==> src/rtl/vec_alu_pipe.sv <==
// Two-stage vector execute ALU: X computes (or iterates the divider), X2 holds
// the result and muxes in load data, with valid/ready flow control both sides.
module vec_alu_pipe #(
    parameter int WIDTH = 16,
    parameter int LANES = 4
) (
    input  logic                   clk,
    input  logic                   rst,
    input  logic                   in_valid,
    output logic                   in_ready,
    input  logic [WIDTH-1:0]       in_pc,
    input  logic [15:0]            in_ins,
    input  logic [LANES*WIDTH-1:0] in_op1,
    input  logic [LANES*WIDTH-1:0] in_op2,
    input  logic [LANES*WIDTH-1:0] mem_data,
    output logic                   out_valid,
    input  logic                   out_ready,
    output logic [LANES*WIDTH-1:0] out_result,
    output logic [LANES*WIDTH-1:0] out_aux,
    output logic [15:0]            out_ins,
    output logic [WIDTH-1:0]       out_pc,
    output logic                   busy
);

    localparam int VW = LANES * WIDTH;
    localparam int CW = $clog2(WIDTH + 1);

    typedef enum logic [1:0] {
        X_EMPTY,
        X_FULL,
        X_DIV
    } x_state_t;

    x_state_t         x_state_q, x_state_d;
    logic [CW-1:0]    div_cnt_q, div_cnt_d;
    logic [WIDTH-1:0] x_pc_q, x_pc_d;
    logic [15:0]      x_ins_q, x_ins_d;
    logic [VW-1:0]    x_res_q, x_res_d;
    logic [VW-1:0]    x_aux_q, x_aux_d;
    logic [VW-1:0]    x_dsr_q, x_dsr_d;

    logic             x2_valid_q, x2_valid_d;
    logic [WIDTH-1:0] x2_pc_q, x2_pc_d;
    logic [15:0]      x2_ins_q, x2_ins_d;
    logic [VW-1:0]    x2_res_q, x2_res_d;
    logic [VW-1:0]    x2_aux_q, x2_aux_d;

    logic [3:0]       in_opc;
    logic [3:0]       in_sub;
    logic [7:0]       in_ival;
    logic             in_is_div;
    logic             advance;
    logic             accept;

    logic [VW-1:0]    calc_res;
    logic [VW-1:0]    calc_aux;
    logic [VW-1:0]    step_quo;
    logic [VW-1:0]    step_rem;
    logic [VW-1:0]    lane0_mask;

    logic [3:0]       x2_opc;
    logic [3:0]       x2_sub;

    assign in_opc    = in_ins[15:12];
    assign in_sub    = in_ins[7:4];
    assign in_ival   = in_ins[11:4];
    assign in_is_div = (in_opc == 4'h3) || (in_opc == 4'hB);

    assign advance  = (x_state_q == X_FULL) && (!x2_valid_q || out_ready);
    assign in_ready = (x_state_q == X_EMPTY) || advance;
    assign accept   = in_valid && in_ready;
    assign busy     = (x_state_q == X_DIV);

    assign lane0_mask = VW'({WIDTH{1'b1}});

    // Single-cycle result for every non-divide opcode, computed from the inputs
    always_comb begin
        logic [WIDTH-1:0]   a;
        logic [WIDTH-1:0]   b;
        logic [WIDTH-1:0]   a0;
        logic [WIDTH-1:0]   b0;
        logic [2*WIDTH-1:0] prod;
        logic [2*WIDTH-1:0] prod0;
        logic [WIDTH-1:0]   dot_acc;
        logic               cond_ok;

        calc_res = '0;
        calc_aux = '0;
        a        = '0;
        b        = '0;
        prod     = '0;
        dot_acc  = '0;
        cond_ok  = 1'b0;
        a0       = in_op1[WIDTH-1:0];
        b0       = in_op2[WIDTH-1:0];
        prod0    = {{WIDTH{1'b0}}, a0} * {{WIDTH{1'b0}}, b0};

        for (int i = 0; i < LANES; i++) begin
            a       = in_op1[i*WIDTH +: WIDTH];
            b       = in_op2[i*WIDTH +: WIDTH];
            prod    = {{WIDTH{1'b0}}, a} * {{WIDTH{1'b0}}, b};
            dot_acc = dot_acc + prod[WIDTH-1:0];
            case (in_opc)
                4'h8: calc_res[i*WIDTH +: WIDTH] = a + b;
                4'h9: calc_res[i*WIDTH +: WIDTH] = a - b;
                4'hA: begin
                    calc_res[i*WIDTH +: WIDTH] = prod[WIDTH-1:0];
                    calc_aux[i*WIDTH +: WIDTH] = prod[2*WIDTH-1:WIDTH];
                end
                4'hD: calc_res[i*WIDTH +: WIDTH] = a;
                default: ;
            endcase
        end

        case (in_sub)
            4'h0:    cond_ok = (a0 == '0);
            4'h1:    cond_ok = (a0 != '0);
            4'h2:    cond_ok = a0[WIDTH-1];
            4'h3:    cond_ok = !a0[WIDTH-1];
            default: cond_ok = 1'b0;
        endcase

        // Scalar opcodes only ever populate lane 0
        case (in_opc)
            4'h0: calc_res[WIDTH-1:0] = a0 + b0;
            4'h1: calc_res[WIDTH-1:0] = a0 - b0;
            4'h2: begin
                calc_res[WIDTH-1:0] = prod0[WIDTH-1:0];
                calc_aux[WIDTH-1:0] = prod0[2*WIDTH-1:WIDTH];
            end
            4'h4: calc_res[WIDTH-1:0] = WIDTH'($signed(in_ival));
            4'h5: calc_res[WIDTH-1:0] = WIDTH'({in_ival, b0[7:0]});
            4'h6: begin
                if (in_sub <= 4'h3) begin
                    calc_res[WIDTH-1:0] = cond_ok ? b0 : (in_pc + WIDTH'(2));
                end
            end
            4'h7: begin
                if (in_sub == 4'h1) begin
                    calc_res[WIDTH-1:0] = a0;
                end
            end
            4'hE: calc_res[WIDTH-1:0] = dot_acc;
            default: ;
        endcase
    end

    // One restoring-division step per lane; a zero divisor naturally yields
    // an all-ones quotient and leaves the dividend as the remainder
    always_comb begin
        logic [WIDTH-1:0] quo;
        logic [WIDTH-1:0] rem;
        logic [WIDTH-1:0] dsr;
        logic [WIDTH:0]   trial;
        logic             qbit;

        step_quo = '0;
        step_rem = '0;
        quo      = '0;
        rem      = '0;
        dsr      = '0;
        trial    = '0;
        qbit     = 1'b0;

        for (int i = 0; i < LANES; i++) begin
            quo   = x_res_q[i*WIDTH +: WIDTH];
            rem   = x_aux_q[i*WIDTH +: WIDTH];
            dsr   = x_dsr_q[i*WIDTH +: WIDTH];
            trial = {rem, quo[WIDTH-1]};
            if (trial >= {1'b0, dsr}) begin
                trial = trial - {1'b0, dsr};
                qbit  = 1'b1;
            end else begin
                qbit  = 1'b0;
            end
            step_quo[i*WIDTH +: WIDTH] = {quo[WIDTH-2:0], qbit};
            step_rem[i*WIDTH +: WIDTH] = trial[WIDTH-1:0];
        end
    end

    // X stage: accept, iterate the divider, or drain into X2
    always_comb begin
        x_state_d = x_state_q;
        div_cnt_d = div_cnt_q;
        x_pc_d    = x_pc_q;
        x_ins_d   = x_ins_q;
        x_res_d   = x_res_q;
        x_aux_d   = x_aux_q;
        x_dsr_d   = x_dsr_q;

        if (accept) begin
            x_pc_d  = in_pc;
            x_ins_d = in_ins;
            if (in_is_div) begin
                x_state_d = X_DIV;
                div_cnt_d = CW'(WIDTH);
                x_res_d   = in_op1;
                x_aux_d   = '0;
                x_dsr_d   = in_op2;
            end else begin
                x_state_d = X_FULL;
                x_res_d   = calc_res;
                x_aux_d   = calc_aux;
            end
        end else if (advance) begin
            x_state_d = X_EMPTY;
        end else if (x_state_q == X_DIV) begin
            x_res_d   = step_quo;
            x_aux_d   = step_rem;
            div_cnt_d = div_cnt_q - CW'(1);
            if (div_cnt_q == CW'(1)) begin
                x_state_d = X_FULL;
                if (x_ins_q[15:12] == 4'h3) begin
                    x_res_d = step_quo & lane0_mask;
                    x_aux_d = step_rem & lane0_mask;
                end
            end
        end
    end

    // X2 stage: load on advance, otherwise hold until downstream takes it
    always_comb begin
        x2_valid_d = x2_valid_q;
        x2_pc_d    = x2_pc_q;
        x2_ins_d   = x2_ins_q;
        x2_res_d   = x2_res_q;
        x2_aux_d   = x2_aux_q;

        if (advance) begin
            x2_valid_d = 1'b1;
            x2_pc_d    = x_pc_q;
            x2_ins_d   = x_ins_q;
            x2_res_d   = x_res_q;
            x2_aux_d   = x_aux_q;
        end else if (out_ready) begin
            x2_valid_d = 1'b0;
        end
    end

    always_ff @(posedge clk) begin
        if (rst) begin
            x_state_q  <= X_EMPTY;
            div_cnt_q  <= '0;
            x_pc_q     <= '0;
            x_ins_q    <= '0;
            x_res_q    <= '0;
            x_aux_q    <= '0;
            x_dsr_q    <= '0;
            x2_valid_q <= 1'b0;
            x2_pc_q    <= '0;
            x2_ins_q   <= '0;
            x2_res_q   <= '0;
            x2_aux_q   <= '0;
        end else begin
            x_state_q  <= x_state_d;
            div_cnt_q  <= div_cnt_d;
            x_pc_q     <= x_pc_d;
            x_ins_q    <= x_ins_d;
            x_res_q    <= x_res_d;
            x_aux_q    <= x_aux_d;
            x_dsr_q    <= x_dsr_d;
            x2_valid_q <= x2_valid_d;
            x2_pc_q    <= x2_pc_d;
            x2_ins_q   <= x2_ins_d;
            x2_res_q   <= x2_res_d;
            x2_aux_q   <= x2_aux_d;
        end
    end

    assign x2_opc = x2_ins_q[15:12];
    assign x2_sub = x2_ins_q[7:4];

    // Load data bypasses the X2 register and follows mem_data directly
    always_comb begin
        out_result = x2_res_q;
        if (x2_opc == 4'hC) begin
            out_result = mem_data;
        end else if ((x2_opc == 4'h7) && (x2_sub == 4'h0)) begin
            out_result = mem_data & lane0_mask;
        end
    end

    assign out_valid = x2_valid_q;
    assign out_aux   = x2_aux_q;
    assign out_ins   = x2_ins_q;
    assign out_pc    = x2_pc_q;

endmodule
==> config.mk <==
export PLATFORM = sky130hd
export DESIGN_NAME = vec_alu_pipe
export DESIGN_NICKNAME = d
export VERILOG_FILES = /design/src/rtl/vec_alu_pipe.sv
export SDC_FILE = /design/constraint.sdc
export NUM_CORES = 2
export LEC_CHECK = 0
export ABC_AREA = 1
export BUFFER_PORTS_ARGS = -buffer_cell sky130_fd_sc_hd__buf_2
export CORE_UTILIZATION = 45
export CTS_CLUSTER_SIZE = 14
export DETAILED_ROUTE_END_ITERATION = 8
export GPL_TIMING_DRIVEN = 0
export PLACE_DENSITY_LB_ADDON = 0.1
export SYNTH_ARGS = -nofsm -noshare
export SYNTH_HDL_FRONTEND = slang
export SYNTH_SLANG_ARGS = --single-unit
==> constraint.sdc <==
create_clock -name clk -period 13.45 [get_ports clk]
set_input_delay 1.345 -clock clk [delete_from_list [all_inputs] [get_ports clk]]
set_output_delay 1.345 -clock clk [all_outputs]
set_load 0.05 [all_outputs]
; Yosys cells after proc, flatten, opt, wreduce, memory -nomap -nowiden
; Index checks and enable logic that the tools add are counted.
[word_totals]
regBits = 392
wordCells = 131
in_bits = 228
[classes]
eq_ne = 24
magnitude_cmp = 5
multipliers = 4
reduce_logical = 22
n_mux = 47
add_sub_neg = 17
[ops]
columns = cell, count
row1 = 2-to-1 mux 64 bit, 14
row2 = case mux 16 bit (4 select lines), 4
row3 = 2-to-1 mux 16 bit, 12
row4 = multiplier 16 x 16 -> 32 bit, 4
row5 = case mux 16 bit (8 select lines), 1
row6 = subtractor 16 bit, 8
row7 = adder 16 bit, 7
row8 = greater-or-equal comparator 17 x 16 -> 1 bit, 4
row9 = "== test 4 bit, second input constant", 7
row10 = "== test 4 x 2 -> 1 bit, second input constant", 5
row11 = "== test 4 x 3 -> 1 bit, second input constant", 5
row12 = 2-to-1 mux 5 bit, 4
row13 = "adder 16 x 2 -> 16 bit, second input constant", 1
row14 = logical NOT 16 bit, 1
row15 = nonzero test 16 bit, 1
row16 = logical NOT 4 bit, 3
row17 = 2-to-1 mux 2 bit, 5
row18 = "== test 4 x 1 -> 1 bit, second input constant", 2
row19 = 2-to-1 mux 1 bit, 6
row20 = AND reduction 2 bit, 3
row21 = nonzero test 3 bit, 2
row22 = "== test 5 x 1 -> 1 bit, second input constant", 1
row23 = "subtractor 5 x 1 -> 5 bit, second input constant", 1
row24 = "less-or-equal comparator 4 x 2 -> 1 bit, second input constant", 1
row25 = other kinds (11), 17

; Longest topological paths before layout
[depth]
word_depth = 7
depth_mapped = 41

; Worst setup path before layout
; No wires, ideal clock.
[synth_timing]
path_kind = input port to flip-flop
from = input port in_op1[42]
to = register x_res_q[15]
required_ps = 13326
path_slack_ps = 5122
cell_stages = 32
path_buffers = 2
arrival_time_ps = 8203
cell_sequence = clkbuf_1 buf_1 nand2_1 fa_1 fa_1 fa_1 fa_1 inv_1 fa_1 fa_1 ha_1 nand2_1 inv_1 a21oi_1 xor2_1 fa_1 fa_1 inv_1 ha_1 nand2_1 nor2_1 inv_1 o211ai_1 nand2_1 nand2_1 nand2_1 nand2_1 nand3_1 nand3_1 nand2_1 nand2_1 a21oi_1
[synth_between]
elab_chain_len = 6
[synth_rtl]
columns = element, line
row1 = start: declaration, 13  ; input logic [LANES*WIDTH-1:0] in_op1,
row2 = multiplier 16 x 16 -> 32 bit, 101  ; prod = {{WIDTH{1'b0}}, a} * {{WIDTH{1'b0}}, b};
row3 = adder 16 bit (2 in a row), 102  ; dot_acc = dot_acc + prod[WIDTH-1:0];
row4 = case mux 16 bit (8 select lines), 124  ; case (in_opc)
row5 = 2-to-1 mux 64 bit, 194  ; if (in_is_div) begin
row6 = 2-to-1 mux 64 bit, 191  ; if (accept) begin
row7 = end signal: assignment, 259  ; x_res_q <= x_res_d;
row8 = end: declaration, 38  ; logic [VW-1:0] x_res_q, x_res_d;
; No other way between the ends.
; A chain may end at the register's enable or synchronous reset.

; Worst setup path in the final report
[layout_timing]
from = input port in_op1[25]
to = register x_res_q[15]
[layout_between]
elab_chain_len = 7
[layout_rtl]
columns = element, line
row1 = multiplier 16 x 16 -> 32 bit, 101
row2 = adder 16 bit (3 in a row), 102
row3 = case mux 16 bit (8 select lines), 124
row4 = 2-to-1 mux 64 bit, 194
row5 = 2-to-1 mux 64 bit, 191
; No other way between the ends.

==> metrics.txt <==
final count of pins violating max slew=33; clock skew=0.0469 ns; crit end category=flop; pin count of the biggest net entering global routing=14; total via count after detailed routing=63100; wire length on met3=27300 um; Initial DRC Count=6464; Detailed Route WL=282000 um; worst slew slack as a fraction of its limit=-0.0839; capture instance of the worst register-to-register path=x_aux_q[63]; final setup TNS=0 ns; dominant synthesized flop cell=dfxtp_1; wire length of the first global-routing pass=408000 um; number of setup buffers added after CTS=0; total setup violations reported at the end of the flow=0; Setup Slack @ Placement=2.81 ns; Worst Max-Slew Pin Slew=1.63 ns; Hold Crit Start=x_pc_q[14]; setup repair after global routing missed its margin=false; achievable clock frequency=96.4 MHz; met2 WL post-DR=121000 um; area added between synthesis and finish=8.98%; worst setup margin=3.08 ns; worst-case register-to-register setup slack=9.17 ns; clock slew seen by the registers of the worst setup and hold paths=0.06 ns; part of the Yosys area used for sequential elements=0.123; post-detailed-route via-to-cell ratio=5.52; post-synthesis sequential element count=392; post-detailed-route DRC marker count=0; fraction of the mapped netlist area in compound gates=0.139; total half-perimeter wirelength after legalization and detailed placement=233000 um; clk_lat worst skew=0.65 ns; number of cells in the finished layout apart from fillers=11400; ratio of cells with drive above 1 in the final layout=0.0620; Post-synth EDFFs=0; classification of the worst setup path=in2reg; Critical Path Fanout Max=10; multiplexer area fraction after synthesis=0.00283; effective utilization at floorplan=0.455; syn avg cell area=7.01 um2; clock tree from TritonCTS=yes; vias in the first global route=62000; startpoint of the worst register-to-register path=out_valid; Distinct cells, synth=66; clock net sink count=392; dominant combinational cell family by area after synthesis=adder cells; number of buffers on the longest clock path=3; die boundary width=378 um; H-tree depth=2; simple logic cell fraction of the synthesized area=0.191; final period utilization=0.771; synthesis warning total=0; gr ovfl total=0; PortBufs=363; ys async rst share=0; type of element launching the critical path=input port; cells resized by post-CTS repair=0; summed instance area of the synthesized netlist=0.0637 mm2; Final Hold Violating Endpoints=0; die span in y=378 um; Cells on Worst Hold Path=2; overall fraction of global-route tracks in use=0.392; max layer used=met5; critical path arrival=10.91 ns; Crit path required time=13.99 ns; nets in the synthesized netlist=10700; placed standard-cell area=0.0679 mm2; class of the tightest hold or removal check=reg2reg; endpoint of the worst hold-timing path=x_pc_q[14]; area inside the core boundary=0.140 mm2; die area=0.143 mm2; cts hold-fix bufs=0; CTS Root Cell=clkbuf_16; crit-path most repeated cell=nand2_1; status=finished with violations; Post-Syn Instances=9090; Final Critical Period=10.37 ns; number of core rows=137; Pre-Repair DR Iteration Count=7; count of nets left with antenna violations after detail routing=0; Num CTS Buffers=45; DP Cell Count=11300; Fill cells=14700; total of max-cap violations=4; placer's final routability congestion estimate=1.03; slowest cell on the critical path=xnor2_1; number of antenna violations at the first check in global routing=12; fraction of the mapped netlist area in adder cells=0.370; longest individual stage delay on the worst path=0.96 ns; Total Nets Final=11100; average wire per standard cell=24.7 um; FF-to-FF path depth=12; number of top-level design ports=391; final design instance area without fill=0.0695 mm2; XOR/XNOR share of the synthesized area=0.0228; violated checks=capacitance limit, slew limit; met1 routed wirelength after detailed routing=116000 um
[worst max-delay path, delay by kind of cell]
| family | cells | cell delay [ns] |
|---|---|---|
| adders and majority gates | 10 | 4.95 |
| buffers and inverters | 7 | 1.75 |
| and+or+nand+nor | 11 | 1.15 |
| xor gates and xnor gates | 1 | 0.96 |
| AOI/OAI and AO/OA | 4 | 0.71 |
[synthesized netlist by cell type (all sizes together), types with 8 or more instances]
cell	number	area, um2
inv	2063	7740
nand2	1920	7210
fa	815	16300
o21ai	686	3450
a21oi	590	2960
ha	580	7260
nor2	526	2010
dfxtp	392	7850
clkbuf	354	1330
nand3	322	1610
buf	115	527
xor2	104	911
nand4	66	413
nor3	62	335
xnor2	62	543
a221oi	55	482
o211ai	55	413
a31oi	45	288
or2	43	269
o21bai	38	285
a21o	26	195
nor4	21	131
o22ai	17	106
mux2	16	180
a211oi	15	113
nand3b	15	113
a21boi	12	93.8
o221ai	10	87.6
o2111ai	9	78.8
o21a	8	60.1
[layout make-up]
cell class | count | area (um2) | share of cell area
Clock inverter | 13 | 195 | 0.00281
Multi-Input combinational cell | 6159 | 46300 | 0.666
Buffer | 469 | 1860 | 0.0268
Tap cell | 1876 | 2350 | 0.0338
Clock buffer | 68 | 1320 | 0.0190
Antenna cell | 8 | 20.0 | 0.000288
Timing Repair Buffer | 365 | 1840 | 0.0264
Inverter | 2070 | 7770 | 0.112
Sequential cell | 392 | 7850 | 0.113
[logic make-up (layout without fill, tap and decap cells)]
kind of cell | after synthesis | after routing
AO/OA/AOI/OAI | 1597 | 1597
XOR/XNOR | 166 | 166
adder cells (fa/ha/maj) | 1395 | 1395
buffers and inverters | 2539 | 2985
flip-flops | 392 | 392
multiplexers | 16 | 16
other | 0 | 8
AND/OR/NAND/NOR | 2985 | 2985
[sequential cells by signal (all words and copies together), names as in the netlist]
register / count
out_aux: 64
x2_res_q: 64
x_aux_q: 64
x_dsr_q: 64
x_res_q: 64
out_ins: 16
out_pc: 16
x_ins_q: 16
x_pc_q: 16
div_cnt_q: 5
x_state_q: 2
out_valid: 1
[routing by layer]
metal / track usage / up-vias
met5: 0 / -
met4: 0.194 / 8
met3: 0.0839 / 633
met2: 0.607 / 3037
met1: 0.515 / 30500
li1: - / 28900
[worst max-delay path by stage]
stage	endpoint	cells past startpoint	slack [ns]	startpoint
finish	x_res_q[15]	33	3.08	in_op1[25]
global route	x_res_q[15]	33	2.81	in_op1[25]
CTS	x_res_q[14]	32	3.42	in_op1[25]
detailed placement	x_res_q[14]	32	2.81	in_op1[25]
global placement	x_res_q[15]	33	2.85	in_op1[26]
floorplan	x_res_q[15]	32	5.12	in_op1[42]
[placed cells by master, fill, tap and decap left out, types with 11 or more instances in the layout]
cell type  count
clkbuf_1     363
nand4_1       66
fa_1         815
mux2_2        16
a21o_1        26
dfxtp_1      392
nor4_1        21
nand3b_1      15
buf_1         52
a21oi_1      589
o21ai_0      673
o211ai_1      55
inv_1       2052
buf_2        421
o21bai_1      38
ha_1         580
nand2_1     1917
or2_2         36
o22ai_1       17
nor3_1        57
inv_2         11
clkbuf_16     45
clkbuf_8      11
nand3_1      322
a211oi_1      15
a221oi_1      55
a31oi_1       44
nor2_1       514
xor2_1       104
xnor2_1       62
[per-stage QoR]
step           utilization  hold WS (ns)
4_1_cts              0.496         0.457
3_3_place_gp         0.485         0.439
2_1_floorplan            -         0.430
3_5_place_dp         0.485         0.447
6_report             0.496         0.454
5_1_grt              0.496         0.479
Power is not shown: default switching activity piles up to over one toggle a cycle in this logic, so the estimate is an artifact.
